==> src/rtl/pdn_seq_pkg.sv <==
// pdn_power_sequencer shared types and constants.
// States, block counts and group boundaries.
package pdn_seq_pkg;

  localparam int NUM_BLK     = 6;
  localparam int BLK_PER_GRP = 3;

  localparam logic [2:0] GRP_A_FIRST = 3'd0;
  localparam logic [2:0] GRP_A_LAST  = 3'(BLK_PER_GRP - 1);
  localparam logic [2:0] GRP_B_FIRST = 3'(BLK_PER_GRP);
  localparam logic [2:0] GRP_B_LAST  = 3'(NUM_BLK - 1);

  typedef enum logic [2:0] {
    S_OFF,
    S_WAIT_PG_A,
    S_RAMP_A,
    S_WAIT_PG_B,
    S_RAMP_B,
    S_ON,
    S_RAMP_DOWN,
    S_FAULT
  } pdn_seq_state_t;

  // index of the highest set enable, 0 when none
  function automatic logic [2:0] hi_bit(
    input logic [NUM_BLK-1:0] v
  );
    logic [2:0] r;
    r = 3'd0;
    for (int i = 0; i < NUM_BLK; i++)
      if (v[i]) r = 3'(i);
    return r;
  endfunction

endpackage

==> src/rtl/pdn_sync2.sv <==
// pdn_sync2: two-flop synchronizer for
// an asynchronous power-good input.
module pdn_sync2 (
  input  logic clk,
  input  logic rst_n,
  input  logic d,
  output logic q
);

  logic m;

  always_ff @(posedge clk or negedge rst_n) begin
    if (!rst_n) begin
      m <= 1'b0;
      q <= 1'b0;
    end else begin
      m <= d;
      q <= m;
    end
  end

endmodule

==> src/rtl/pdn_power_sequencer.sv <==
// pdn_power_sequencer: staggered power-up/down
// of two supply groups with fault shutdown.
module pdn_power_sequencer
  import pdn_seq_pkg::*;
#(
  parameter int STAGGER    = 8,
  parameter int PG_TIMEOUT = 255
) (
  input  logic               clk,
  input  logic               rst_n,
  input  logic               pwr_req,
  input  logic               pg_a,
  input  logic               pg_b,
  output logic               sup_en_a,
  output logic               sup_en_b,
  output logic [NUM_BLK-1:0] blk_en,
  output logic               seq_busy,
  output logic               seq_done,
  output logic               seq_fault
);

  localparam int SW = $clog2(STAGGER + 1);
  localparam int TW = $clog2(PG_TIMEOUT + 1);

  localparam logic [SW-1:0] S_LAST = SW'(STAGGER - 1);
  localparam logic [SW-1:0] S_MAX  = SW'(STAGGER);
  localparam logic [TW-1:0] T_LAST = TW'(PG_TIMEOUT - 1);
  localparam logic [TW-1:0] T_MAX  = TW'(PG_TIMEOUT);

  pdn_seq_state_t state, state_d;

  logic [NUM_BLK-1:0] blk_d;
  logic               sua_d, sub_d;
  logic [SW-1:0]      scnt, scnt_d, scnt_inc;
  logic [TW-1:0]      tcnt, tcnt_d, tcnt_inc;
  logic               busy_d, done_d, fault_d;
  logic               pga_s, pgb_s;

  logic               step, lose, tmo, can_down;
  logic [2:0]         hb;
  logic [NUM_BLK-1:0] dn_blk;
  logic               dn_sua, dn_sub;

  pdn_sync2 u_sync_a (
    .clk  (clk),
    .rst_n(rst_n),
    .d    (pg_a),
    .q    (pga_s)
  );

  pdn_sync2 u_sync_b (
    .clk  (clk),
    .rst_n(rst_n),
    .d    (pg_b),
    .q    (pgb_s)
  );

  always_comb begin
    step     = (scnt == S_LAST);
    scnt_inc = (scnt == S_MAX) ? scnt : scnt + 1'b1;
    tcnt_inc = (tcnt == T_MAX) ? tcnt : tcnt + 1'b1;

    lose = (!pga_s && state inside
             {S_RAMP_A, S_WAIT_PG_B, S_RAMP_B, S_ON})
        || (!pgb_s && state inside {S_RAMP_B, S_ON});

    tmo = (tcnt == T_LAST)
       && ((state == S_WAIT_PG_A && !pga_s)
        || (state == S_WAIT_PG_B && !pgb_s));

    can_down = state inside {S_WAIT_PG_A, S_RAMP_A,
                             S_WAIT_PG_B, S_RAMP_B, S_ON};

    // one descending shutdown step; rails follow their lowest block
    hb     = hi_bit(blk_en);
    dn_blk = blk_en;
    if (blk_en != '0) dn_blk[hb] = 1'b0;
    dn_sub = sup_en_b && (hb > GRP_B_FIRST);
    dn_sua = sup_en_a && (hb > GRP_A_FIRST);
  end

  always_comb begin
    state_d = state;
    blk_d   = blk_en;
    sua_d   = sup_en_a;
    sub_d   = sup_en_b;
    scnt_d  = scnt;
    tcnt_d  = tcnt;

    if (lose || tmo) begin
      state_d = S_FAULT;
      blk_d   = '0;
      sua_d   = 1'b0;
      sub_d   = 1'b0;
    end else if (can_down && !pwr_req) begin
      blk_d   = dn_blk;
      sua_d   = dn_sua;
      sub_d   = dn_sub;
      scnt_d  = '0;
      state_d = dn_sua ? S_RAMP_DOWN : S_OFF;
    end else begin
      unique case (state)
        S_OFF: begin
          if (pwr_req) begin
            state_d = S_WAIT_PG_A;
            sua_d   = 1'b1;
            tcnt_d  = '0;
          end
        end
        S_WAIT_PG_A: begin
          if (pga_s) begin
            state_d            = S_RAMP_A;
            blk_d[GRP_A_FIRST] = 1'b1;
            scnt_d             = '0;
          end else begin
            tcnt_d = tcnt_inc;
          end
        end
        S_RAMP_A: begin
          if (step) begin
            scnt_d = '0;
            if (!blk_en[1]) begin
              blk_d[1] = 1'b1;
            end else if (!blk_en[GRP_A_LAST]) begin
              blk_d[GRP_A_LAST] = 1'b1;
            end else begin
              state_d = S_WAIT_PG_B;
              sub_d   = 1'b1;
              tcnt_d  = '0;
            end
          end else begin
            scnt_d = scnt_inc;
          end
        end
        S_WAIT_PG_B: begin
          if (pgb_s) begin
            state_d            = S_RAMP_B;
            blk_d[GRP_B_FIRST] = 1'b1;
            scnt_d             = '0;
          end else begin
            tcnt_d = tcnt_inc;
          end
        end
        S_RAMP_B: begin
          if (step) begin
            scnt_d = '0;
            if (!blk_en[4]) begin
              blk_d[4] = 1'b1;
            end else if (!blk_en[GRP_B_LAST]) begin
              blk_d[GRP_B_LAST] = 1'b1;
            end else begin
              state_d = S_ON;
            end
          end else begin
            scnt_d = scnt_inc;
          end
        end
        S_ON: begin
        end
        S_RAMP_DOWN: begin
          if (step) begin
            blk_d   = dn_blk;
            sua_d   = dn_sua;
            sub_d   = dn_sub;
            scnt_d  = '0;
            state_d = dn_sua ? S_RAMP_DOWN : S_OFF;
          end else begin
            scnt_d = scnt_inc;
          end
        end
        S_FAULT: begin
          if (!pwr_req) state_d = S_OFF;
        end
        default: state_d = S_OFF;
      endcase
    end

    busy_d  = state_d inside {S_WAIT_PG_A, S_RAMP_A,
                              S_WAIT_PG_B, S_RAMP_B,
                              S_RAMP_DOWN};
    done_d  = (state_d == S_ON);
    fault_d = (state_d == S_FAULT);
  end

  always_ff @(posedge clk or negedge rst_n) begin
    if (!rst_n) begin
      state     <= S_OFF;
      blk_en    <= '0;
      sup_en_a  <= 1'b0;
      sup_en_b  <= 1'b0;
      scnt      <= '0;
      tcnt      <= '0;
      seq_busy  <= 1'b0;
      seq_done  <= 1'b0;
      seq_fault <= 1'b0;
    end else begin
      state     <= state_d;
      blk_en    <= blk_d;
      sup_en_a  <= sua_d;
      sup_en_b  <= sub_d;
      scnt      <= scnt_d;
      tcnt      <= tcnt_d;
      seq_busy  <= busy_d;
      seq_done  <= done_d;
      seq_fault <= fault_d;
    end
  end

endmodule
==> config.mk <==
export PLATFORM = sky130hd
export DESIGN_NAME = pdn_power_sequencer
export DESIGN_NICKNAME = d
export VERILOG_FILES = /design/src/rtl/pdn_seq_pkg.sv /design/src/rtl/pdn_sync2.sv /design/src/rtl/pdn_power_sequencer.sv
export SDC_FILE = /design/constraint.sdc
export NUM_CORES = 1
export LEC_CHECK = 0
export CORE_ASPECT_RATIO = 0.7
export CORE_MARGIN = 8
export CORE_UTILIZATION = 29
export DETAILED_ROUTE_END_ITERATION = 6
export PLACE_DENSITY = 0.53
export SLEW_MARGIN = 5
export SYNTH_ARGS = -nofsm -noshare
export SYNTH_HDL_FRONTEND = slang
export SYNTH_SLANG_ARGS = --single-unit
==> constraint.sdc <==
create_clock -name clk -period 2 [get_ports clk]
set_input_delay 0.5 -clock clk [delete_from_list [all_inputs] [get_ports clk]]
set_output_delay 0.5 -clock clk [all_outputs]
set_load 0.01 [all_outputs]
==> impl_metrics.toml <==
[status]
outcome = "completed"

[clocking]
clk_latency_ns = 0.28
clkTransAtPathRegs_ns = 0.06
cts_tree = "yes"
cts.sinks = 30
cts-buffers-inserted = 5
htreeDepth = 2
cts_root_buffer = "clkbuf_8"
clockBufferDepth = 2

[floorplan]
io_pins = 16
num_rows = 24
die_w_um = 112
core_mm2 = 0.00622
initial_core_util_pct = 30.0
die_h_um = 83.1
dieArea_mm2 = 0.00929

[power]
power_switching_share_pct = 41.7
power_density_mw_per_mm2 = 1320
ir_drop_uv = 543
p_leak_nw = 1.10
p_sw_mw = 1.38
clkPwrFrac_pct = 13.8
power.total_mw = 3.32
p_int_mw = 1.93
pwr-share-seq_pct = 27.2
p_comb_share_pct = 59.0

[synth]
syn-cell-area_mm2 = 0.00186
yosys.area.top_type = "dfrtp_1"
synth_fa_ha_area_share_pct = 2.69
synthMuxAreaShare_pct = 0
yosysSeqAreaShare_pct = 40.3
synth-xor-area-share_pct = 0
synth_ff_type = "dfrtp_1"
syn_inst = 207
synth-seq-cells = 30
synth-compound-area-share_pct = 27.9
syn_nets = 216
async_flop_share_pct = 100
yosys-top-cells-count = "dfrtp_1 (30), nor2_1 (22), nand2_1 (19)"
synth-edff-count = 0
ys_types = 56
synth.top_cell.area_share_pct = 40.3
synth.avg_cell_area_um2 = 9.00
synth_top_family_by_area = "compound AO/OA/AOI/OAI gates"
yosys-top-cells-area = "dfrtp_1 (40%), nor2_1 (4.4%), nand2_1 (3.8%)"
yosysMostFrequentCell = "dfrtp_1"
ys_warn_count = 0
synthSimpleGateAreaFrac_pct = 25.7

[route]
vias = 1800
drc = 0
firstDrtPassIters = 4
vias_per_cell = 5.28
wl_per_cell_um = 15.5
initialDrtViolationCount = 206
drt_wl_total_um = 5280
drtAntennaViolNets = 0

[setup_path]
crit_arrival_ns = 2.08
critPathKind = "flip-flop to flip-flop"
worst-path-max-fanout = 3
worst_setup_path_start_kind = "flip-flop"
worstPathRequired_ns = 2.17
endpoint_kind = "flip-flop"

[global_route]
grt_pass1_wl_um = 8940
grt_max_degree = 31
gr-usage-met2_pct = 14.3
grt_pass1_vias = 1727
grt-ovfl-total = 0
top_usage_layer = "met1"
grt_usage_pct = 11.8
grtUsageMet3_pct = 3.76
use_met1_pct = 18.5
grt_antenna_before_repair = 0

[final_layout]
syn2layout_area_growth_pct = 34.7
postLayoutCoreUtil_pct = 40.4
drive_gt1_share_pct = 24.0
diodes = 0
fin_nets = 272

[timing]
min_period_ns = 1.92
drv_slew = 0
rsz0062_at_grt = "no"
relSlewSlack_pct = 69.6
tns_ns = 0
fmax_ghz = 0.522
min_period_over_period_pct = 95.8
holdWs_ns = 0.349
finalHoldViolCount = 0
setup_viol = 0
setup_ws_ns = 0.0838
tightestPinTransition_ns = 0.453
finalClockSkew_ns = 0.00415

[flow_run]
drv_cap = 0

[min_path]
hp-class = "flip-flop to flip-flop"

[placement]
port_buffers = 15
hpwl_um = 3860
gp_congestion = 0.866
pre_cts_slack_ns = -0.356
## power groups by stage
stage          registers (mW)  logic [mW]  clock network (mW)
6_report                0.903        1.96               0.458
3_3_place_gp            0.901        1.78                   0
5_1_grt                 0.928        2.16               0.505
3_5_place_dp            0.898        1.79                   0
4_1_cts                 0.890        1.81               0.476
2_1_floorplan           0.866        1.06                   0
## metal layers
| layer | share of wire, % | up-vias |
|---|---|---|
| li1 | - | 881 |
| met1 | 56 | 882 |
| met2 | 38 | 32 |
| met3 | 5.0 | 5 |
| met4 | 0.89 | 0 |
| met5 | 0 | - |
## worst paths after layout
| path | start | to | depth (start not counted) | slack (ns) |
|---|---|---|---|---|
| min | u_sync_b.m | u_sync_b.q | 0 | 0.35 |
| max | blk_en[4] | state[2] | 6 | 0.08 |
| max reg2reg | blk_en[4] | state[2] | 6 | 0.08 |
| min reg2reg | u_sync_b.m | u_sync_b.q | 0 | 0.35 |
| max in group asynchronous | rst_n | state[0] | 2 | 1.09 |
| min in group asynchronous | rst_n | tcnt[3] | 2 | 0.61 |
## logic make-up after synthesis
logic type	after synthesis
AO/OA/AOI/OAI	68
AND/OR/NAND/NOR	90
flip-flops	30
adder cells (fa/ha/maj)	4
buffers and inverters	15
## metrics by stage
step / instance area, um^2 / instances
floorplan: 1860 / 207
global placement: 2360 / 330
detailed placement: 2360 / 330
CTS: 2450 / 337
global route: 2510 / 341
finish: 2510 / 341
## layout by cell type (no fill, tap or decap), types with 3 or more instances in the layout
master / count
o31ai_1: 8
o41ai_2: 3
o21ai_0: 10
ha_1: 4
dfrtp_1: 28
nand3_1: 11
nand2_1: 19
o21ai_1: 6
clkdlybuf4s50_1: 14
nor3_1: 3
nor2_1: 22
nor2b_1: 4
a21oi_1: 5
buf_4: 44
inv_1: 5
o21a_1: 3
clkbuf_8: 5
and2_1: 4
nand2b_1: 8
## registers in the layout (all words and copies together) (netlist names)
register / count
state: 3
seq_busy: 1
blk_en: 6
seq_done: 1
u_sync_a.q: 1
seq_fault: 1
scnt: 4
tcnt: 8
sup_en_a: 1
u_sync_b.q: 1
u_sync_a.m: 1
sup_en_b: 1
u_sync_b.m: 1
## repair_timing
| item | CTS | global route |
|---|---|---|
| pin swaps | 1 | 5 |
| gates resized for setup | 1 | 8 |
| hold buffers | 0 | 0 |
| buffers inserted | 0 | 4 |
| endpoints found under the setup margin | 5 | 20 |
## cell type report
cell class                      instances  area, um^2
Inverter                                5        18.8
Multi-Input combinational cell        162        1080
Clock buffer                            7        76.3
Tap cell                               78        97.6
Fill cell                             623        3710
Timing Repair Buffer                   59         483
Sequential cell                        30         753
## worst max-delay path, stage by stage (launching register included)
cell and delay, ns:
dfrtp_1 0.38, or4_4 0.56, o21ai_4 0.17, a21oi_2 0.10, o31ai_1 0.38, buf_4 0.17, nand2_1 0.05
No activity file was read; power rests on OpenSTA's default activity.
